File: src/rtl/accum_pipe.sv
// Two-stage ADD/SUB/ACC/CLR unit with valid/ready on both sides; optional saturation via ACCUM_PIPE_SAT_EN.
// Latency 2 edges from acceptance to out_valid; in_ready drops only when both stages are full and out_ready is low.
module accum_pipe #(
  parameter int WIDTH     = 8,
  parameter int ACC_WIDTH = WIDTH + 4
) (
  input  logic                 clk,
  input  logic                 rst,
  input  logic                 in_valid,
  output logic                 in_ready,
  input  logic [WIDTH-1:0]     in_a,
  input  logic [WIDTH-1:0]     in_b,
  input  logic [1:0]           in_op,
  output logic                 out_valid,
  input  logic                 out_ready,
  output logic [ACC_WIDTH-1:0] out_data,
  output logic                 out_ovf,
  output logic [7:0]           out_count
);

  localparam logic [1:0] OP_ADD = 2'b00;
  localparam logic [1:0] OP_SUB = 2'b01;
  localparam logic [1:0] OP_ACC = 2'b10;
  localparam logic [1:0] OP_CLR = 2'b11;

  logic                 r_s1_valid;
  logic [ACC_WIDTH-1:0] r_s1_a;
  logic [ACC_WIDTH-1:0] r_s1_b;
  logic [1:0]           r_s1_op;

  logic                 r_out_valid;
  logic [ACC_WIDTH-1:0] r_out_data;
  logic                 r_out_ovf;
  logic [ACC_WIDTH-1:0] r_acc;
  logic [7:0]           r_count;

  logic                 w_move;
  logic                 w_in_xfer;
  logic [ACC_WIDTH-1:0] w_add;
  logic [ACC_WIDTH:0]   w_sub;
  logic [ACC_WIDTH:0]   w_acc_sum;
  logic [ACC_WIDTH-1:0] w_res;
  logic                 w_ovf;
  logic [ACC_WIDTH-1:0] w_acc_nxt;
  logic [7:0]           w_cnt_nxt;

  assign in_ready  = !r_s1_valid || !r_out_valid || out_ready;
  assign w_in_xfer = in_valid && in_ready;
  assign w_move    = r_s1_valid && (!r_out_valid || out_ready);

  assign out_valid = r_out_valid;
  assign out_data  = r_out_data;
  assign out_ovf   = r_out_ovf;
  assign out_count = r_count;

  // Operands are zero-extended in S1, so the ADD sum always fits ACC_WIDTH.
  assign w_add     = r_s1_a + r_s1_b;
  assign w_sub     = {1'b0, r_s1_a} - {1'b0, r_s1_b};
  assign w_acc_sum = {1'b0, r_acc} + {1'b0, r_s1_a};

  always_comb begin
    w_res     = '0;
    w_ovf     = 1'b0;
    w_acc_nxt = r_acc;
    w_cnt_nxt = r_count;
    case (r_s1_op)
      OP_ADD: w_res = w_add;
      OP_SUB: begin
        w_res = w_sub[ACC_WIDTH-1:0];
        w_ovf = w_sub[ACC_WIDTH];
`ifdef ACCUM_PIPE_SAT_EN
        if (w_sub[ACC_WIDTH]) w_res = '0;
`endif
      end
      OP_ACC: begin
        w_acc_nxt = w_acc_sum[ACC_WIDTH-1:0];
        w_ovf     = w_acc_sum[ACC_WIDTH];
`ifdef ACCUM_PIPE_SAT_EN
        if (w_acc_sum[ACC_WIDTH]) w_acc_nxt = '1;
`endif
        w_res     = w_acc_nxt;
        w_cnt_nxt = (r_count == 8'hFF) ? r_count : r_count + 8'd1;
      end
      OP_CLR: begin
        w_acc_nxt = '0;
        w_cnt_nxt = '0;
      end
      default: w_res = '0;
    endcase
  end

  always_ff @(posedge clk or posedge rst) begin
    if (rst) begin
      r_s1_valid <= 1'b0;
      r_s1_a     <= '0;
      r_s1_b     <= '0;
      r_s1_op    <= OP_ADD;
    end else if (w_in_xfer) begin
      r_s1_valid <= 1'b1;
      r_s1_a     <= {{(ACC_WIDTH-WIDTH){1'b0}}, in_a};
      r_s1_b     <= {{(ACC_WIDTH-WIDTH){1'b0}}, in_b};
      r_s1_op    <= in_op;
    end else if (w_move) begin
      r_s1_valid <= 1'b0;
    end
  end

  // acc and count live in S2 so back-to-back ACC beats see each other without bubbles.
  always_ff @(posedge clk or posedge rst) begin
    if (rst) begin
      r_out_valid <= 1'b0;
      r_out_data  <= '0;
      r_out_ovf   <= 1'b0;
      r_acc       <= '0;
      r_count     <= '0;
    end else if (w_move) begin
      r_out_valid <= 1'b1;
      r_out_data  <= w_res;
      r_out_ovf   <= w_ovf;
      r_acc       <= w_acc_nxt;
      r_count     <= w_cnt_nxt;
    end else if (out_ready) begin
      r_out_valid <= 1'b0;
    end
  end

endmodule

File: config.mk
export PLATFORM = sky130hd
export DESIGN_NAME = accum_pipe
export DESIGN_NICKNAME = d
export VERILOG_FILES = /design/src/rtl/accum_pipe.sv
export SDC_FILE = /design/constraint.sdc
export NUM_CORES = 1
export LEC_CHECK = 0
export BUFFER_PORTS_ARGS = -buffer_cell sky130_fd_sc_hd__buf_4
export CAP_MARGIN = 15
export CORE_UTILIZATION = 30
export DETAILED_ROUTE_END_ITERATION = 10
export GPL_TIMING_DRIVEN = 1
export HOLD_SLACK_MARGIN = 0.1
export RECOVER_POWER = 25
export SLEW_MARGIN = 10
export SYNTH_ARGS = -nofsm -noshare
export SYNTH_HDL_FRONTEND = slang
export SYNTH_SLANG_ARGS = --single-unit
File: constraint.sdc
create_clock -name clk -period 2.2 [get_ports clk]
set_input_delay 0.11 -clock clk [delete_from_list [all_inputs] [get_ports clk]]
set_output_delay 0.11 -clock clk [all_outputs]
set_load 0.02 [all_outputs]
* Word-level counts from Yosys, hierarchy flattened
Index checks and enable logic that the tools add are counted.
** Storage, ports and cells
- Bits in registers :: 53
- Latch bits :: 0
- RAM bits :: 0
- ROM bits :: 0
- Output and inout bits :: 23
- Logic and storage cells :: 40
- Memories kept :: 0
** Cells by class
- Add/subtract/negate cells :: 4
- $mul :: 0
- Divide/modulo/power cells :: 0
- $lt $le $gt $ge :: 0
- Eq/ne operators :: 5
- Shift-type cells :: 0
- Multiplexer cells :: 9
- Bitwise logic cells :: 0
- Reductions and logical operators :: 13
** Operator list (count)
- $pmux W12 S3 :: 1
- $pmux W12 S2 :: 1
- $pmux W8 S2 :: 1
- $add A12 B8 Y13 :: 1
- $add A8 B8 Y9 :: 1
- $sub A8 B8 Y9 :: 1
- $add A8 B1 Y8 const B :: 1
- $eq A8 B8 Y1 const B :: 1
- $mux W8 :: 1
- $reduce_bool A2 Y1 :: 3
- $eq A2 B2 Y1 const B :: 2
- $mux W1 :: 4
- $logic_or A1 B1 Y1 :: 3
- $reduce_and A3 Y1 :: 1
- $eq A2 B1 Y1 const B :: 1
- $logic_and A1 B1 Y1 :: 2
- $logic_not A1 Y1 :: 2
- $logic_not A2 Y1 :: 1
- $ne A2 B2 Y1 const B :: 1
- $pmux W1 S2 :: 1
- $reduce_and A2 Y1 :: 1

* Logic depth before layout (Yosys ltp)
- Word-level depth :: 5
- Depth in mapped cells :: 11

* Worst setup path before layout
Ideal clock, no wire load.
- Path kind :: register to register
- From :: register r_s1_a[0]
- To :: register r_out_data[6] (netlist: out_data[6])
- Arrival :: 1960 ps
- Setup slack :: 109 ps
- Stages on the path, launching flop included :: 12
- Path buffers :: 0
- Clock period less this slack :: 2091 ps
- Path through :: dfrtp_1 > inv_1 > ha_1 > inv_1 > fa_1 > a21oi_2 > o21ai_2 > a21o_1 > a21oi_2 > mux2i_1 > o31ai_1 > nand3_1
** Between the ends
- Word-level cells in the longest chain between the ends :: 2
- Elaborated cells on any way between the ends :: 4
- Classes of those cells :: add/sub: 3; mux: 1
** RTL lines
- from (decl) :: line 27 : logic [ACC_WIDTH-1:0] r_s1_a;
- from (signal assigned) :: line 100 : r_s1_a <= {{(ACC_WIDTH-WIDTH){1'b0}}, in_a};
- $add A12 B8 Y13, or another cell as far along :: line 59 : assign w_acc_sum = {1'b0, r_acc} + {1'b0, r_s1_a};
- $pmux W12 S3 (*) :: line 66 : case (r_s1_op)
- to (signal assigned) :: line 118 : r_out_data <= w_res;
- to (decl) :: line 32 : logic [ACC_WIDTH-1:0] r_out_data;
Every way passes the cells marked *; elsewhere a longest branch is shown, timed or not.
A chain may end at the register's enable or synchronous reset.

* Final worst setup path
- From :: register r_s1_a[1]
- To :: register r_out_data[5] (netlist: out_data[5])
The elaborated chain is that of the path after synthesis.

==> PnR_summary.wiki <==
{| class="wikitable"
! Metric !! Value
|-
| Result of the run || completed
|-
| Synthesized area divided by synthesized cell count || 9.50 µm²
|-
| Hold_sp || out_ready
|-
| Worst hold slack || 0.140 ns
|-
| Worst-path clk slew || 0.07 ns
|-
| Maximum clock frequency || 467 MHz
|-
| Clock tree from TritonCTS || done
|-
| Final setup violation count || 0
|-
| Clock Root Buffer || sky130_fd_sc_hd__clkbuf_16
|-
| Initial DRC count || 156
|-
| Register bit count reported by yosys || 53
|-
| Worst slew margin relative to its limit || 34.5%
|-
| Min-Delay Path Class || in2reg
|-
| Total gr overflow || 0
|-
| Post-detailed-placement cell area || 0.00400 mm²
|-
| Ports || 45
|-
| WL per Instance || 14.4 µm
|-
| Crit-path max FO || 7
|-
| Worst Hold Path EP || out_valid
|-
| Top FF cell, synth || sky130_fd_sc_hd__dfrtp_1
|-
| Standby leakage power || 2.06 nW
|-
| Half-perimeter wire length after detailed placement || 6240 µm
|-
| Clock tree sinks || 53
|-
| Post-synth EDFFs || 0
|-
| Critical path required time || 2.41 ns
|-
| Number of antenna violations at the first check in global routing || 0
|-
| First-pass DRT Iterations || 5
|-
| Sum of negative setup slack || 0 ns
|-
| Reg2Reg Capture Point || out_data[5]
|-
| Critical path class || reg2reg
|-
| Worst flop-to-flop path startpoint || r_s1_a[1]
|-
| Maximum level of the CTS H-tree || 2
|-
| Die Outline Area || 0.0118 mm²
|-
| Largest net degree at the start of global routing || 31
|-
| DRC violation count after routing || 0
|-
| Maximum clock skew at final layout || 0.0121 ns
|-
| Areal power density over the cells || 1010 mW/mm²
|-
| Pins over their slew limit || 0
|-
| Crit end category || register
|-
| Vias || 2893
|-
| Wire length of the first global-routing pass || 14000 µm
|-
| Setup slack, reg-to-reg || 0.06 ns
|-
| Ys Warns || 0
|-
| Port Buffer Count || 44
|-
| Share of synthesized area occupied by flip-flops and latches || 39.0%
|-
| Max Buffers Root-to-Sink || 2
|-
| Share of the cycle needed by the critical path after routing || 97.3%
|-
| Share of post-route cells with drive strength above 1 || 26.1%
|-
| Netlist area before placement || 0.00340 mm²
|-
| Net Count, Synth || 412
|-
| Async set or reset register ratio after synthesis || 100%
|-
| Global-route usage over all layers || 15.1%
|-
| Skew-Pair Late Insertion Delay || 0.30 ns
|-
| Initial Util || 31.1%
|-
| Highest ir drop seen on vdd || 0.000450 V
|-
| Hold Fails Final Rpt || 0
|-
| Crit path arrival time || 2.35 ns
|-
| Post-Layout Inst Area || 0.00444 mm²
|-
| Depth of the most critical reg-to-reg path || 8
|-
| Cell depth of the worst hold path || 3
|-
| Cts bufs inserted || 5
|-
| Number of antenna repair diodes || 0
|-
| Startpoint kind of the worst setup timing path || register
|-
| Distinct cells, synth || 59
|-
| Horiz. Die Dim || 108 µm
|-
| Site row count || 38
|-
| Number of antenna-violating nets in the routed design || 0
|-
| Vias per std cell || 4.98
|-
| Actual transition at the worst max-transition pin || 0.981 ns
|-
| Synthesized instance count || 358
|-
| Vertical die dimension || 108 µm
|-
| Placeable core area || 0.0109 mm²
|-
| NumNets Final || 494
|-
| Global placer's final weighted congestion || 0.843
|-
| Final critical-path required period || 2.14 ns
|-
| Setup repair after global routing missed its margin || true
|-
| Number of global-route vias before repair || 2823
|-
| Layout-stage area growth over the synthesis result || 30.6%
|-
| Max-capacitance violation count || 0
|-
| Final Routed Wirelength || 8350 µm
|}
flip-flops by register name, summed over array words and instances, names as in the netlist:
| name | flops |
|---|---|
| r_s1_a | 8 |
| out_ovf | 1 |
| out_valid | 1 |
| r_acc | 12 |
| r_s1_op | 2 |
| r_s1_valid | 1 |
| out_count | 8 |
| out_data | 12 |
| r_s1_b | 8 |
synthesized netlist by cell type, drive strengths merged (4+ instances only):
| cell | count | area share, % |
|---|---|---|
| a21o | 6 | 1.3 |
| a21oi | 25 | 4.0 |
| a221oi | 4 | 1.2 |
| buf | 8 | 1.1 |
| dfrtp | 53 | 39 |
| ha | 29 | 11 |
| inv | 26 | 2.9 |
| mux2 | 18 | 6.0 |
| nand2 | 43 | 4.8 |
| nand2b | 7 | 1.4 |
| nand3 | 5 | 0.74 |
| nand4 | 4 | 0.74 |
| nor2 | 19 | 2.6 |
| nor2b | 4 | 0.74 |
| nor3 | 6 | 0.88 |
| o21a | 5 | 1.1 |
| o21ai | 36 | 5.4 |
| o31ai | 4 | 0.88 |
| xnor2 | 6 | 1.5 |
| xor2 | 4 | 1.0 |
per-layer routing:
layer / global-route usage [%] / up-vias / part of all wire, %
met1: 21.2 / 1372 / 48
met5: 0 / - / 0
li1: - / 1436 / -
met3: 2.65 / 11 / 5.3
met4: 3.67 / 0 / 1.6
met2: 24.1 / 74 / 45
cell type report:
class | instances | area [µm²]
clock inverters | 3 | 65.1
repair buffers | 86 | 682
well taps | 140 | 175
clock buffers | 5 | 125
flip-flops and latches | 53 | 1330
inverters | 26 | 97.6
multi-input cells | 268 | 1970
fillers | 1110 | 6490
what timing repair did:
item                                    in CTS  in global routing
resized for setup                            2                 13
pin swaps                                    3                  7
buffers inserted                             0                  5
hold buffers                                20                  0
endpoints found under the hold margin       42                  0
endpoints found under the setup margin       2                 10
placed cells by master (no fill, tap or decap), types with 7 or more instances in the layout:
cell type	count
sky130_fd_sc_hd__a21oi_1	19
sky130_fd_sc_hd__buf_4	57
sky130_fd_sc_hd__clkbuf_1	7
sky130_fd_sc_hd__dfrtp_1	52
sky130_fd_sc_hd__dlygate4sd3_1	20
sky130_fd_sc_hd__ha_1	25
sky130_fd_sc_hd__inv_1	24
sky130_fd_sc_hd__mux2_2	18
sky130_fd_sc_hd__nand2_1	42
sky130_fd_sc_hd__nor2_1	16
sky130_fd_sc_hd__o21ai_0	10
sky130_fd_sc_hd__o21ai_1	24
report_power, final:
group          leakage (nW)  total [mW]  internal [mW]  switching, mW
sequential            0.669        1.42           1.22          0.205
clock                0.0938        1.01          0.650          0.363
combinational          1.30        2.07          0.947           1.12
metrics by stage:
stage | worst slack [ns] | total power, mW | std cells | util (%)
after detailed placement | -0.0379 | 3.44 | 548 | 36.5
final | 0.0602 | 4.50 | 581 | 40.6
after CTS | 0.000437 | 4.50 | 576 | 40.1
after floorplan | 0.109 | 2.81 | 358 | -
after global routing | -0.0701 | 4.85 | 581 | 40.6
after global placement | 0.0390 | 3.41 | 548 | 36.5
worst max path at each step:
stage                             end  cells past startpoint  slack [ns]       from
after CTS                     out_ovf                     10      0.0004  r_s1_a[0]
final                     out_data[5]                      8        0.06  r_s1_a[1]
after detailed placement      out_ovf                      9       -0.04  r_s1_a[1]
after global routing      out_data[6]                     11       -0.07  r_s1_a[0]
after floorplan           out_data[6]                     11        0.11  r_s1_a[0]
after global placement    out_data[6]                      9        0.04  r_s1_a[0]
worst max-delay path, cell delays in order (launching register included):
cell	delay, ns
sky130_fd_sc_hd__dfrtp_2	0.48
sky130_fd_sc_hd__ha_1	0.32
sky130_fd_sc_hd__nor2b_1	0.22
sky130_fd_sc_hd__o211ai_2	0.13
sky130_fd_sc_hd__a311o_1	0.34
sky130_fd_sc_hd__o41ai_1	0.08
sky130_fd_sc_hd__a21oi_1	0.15
sky130_fd_sc_hd__o21ba_1	0.21
sky130_fd_sc_hd__o211ai_2	0.13
kinds of logic (layout without fill, tap and decap cells):
| logic type | count (synthesis) | count (layout) | share of synthesized area, % |
|---|---|---|---|
| xor+xnor | 10 | 10 | 2.58 |
| fa+ha+maj | 32 | 32 | 12.4 |
| flops | 53 | 53 | 39.0 |
| compound gates | 109 | 109 | 21.4 |
| buf+inv | 37 | 120 | 4.34 |
| simple gates | 98 | 98 | 14.0 |
| mux | 19 | 19 | 6.25 |
(Power assumes the default switching activity.)
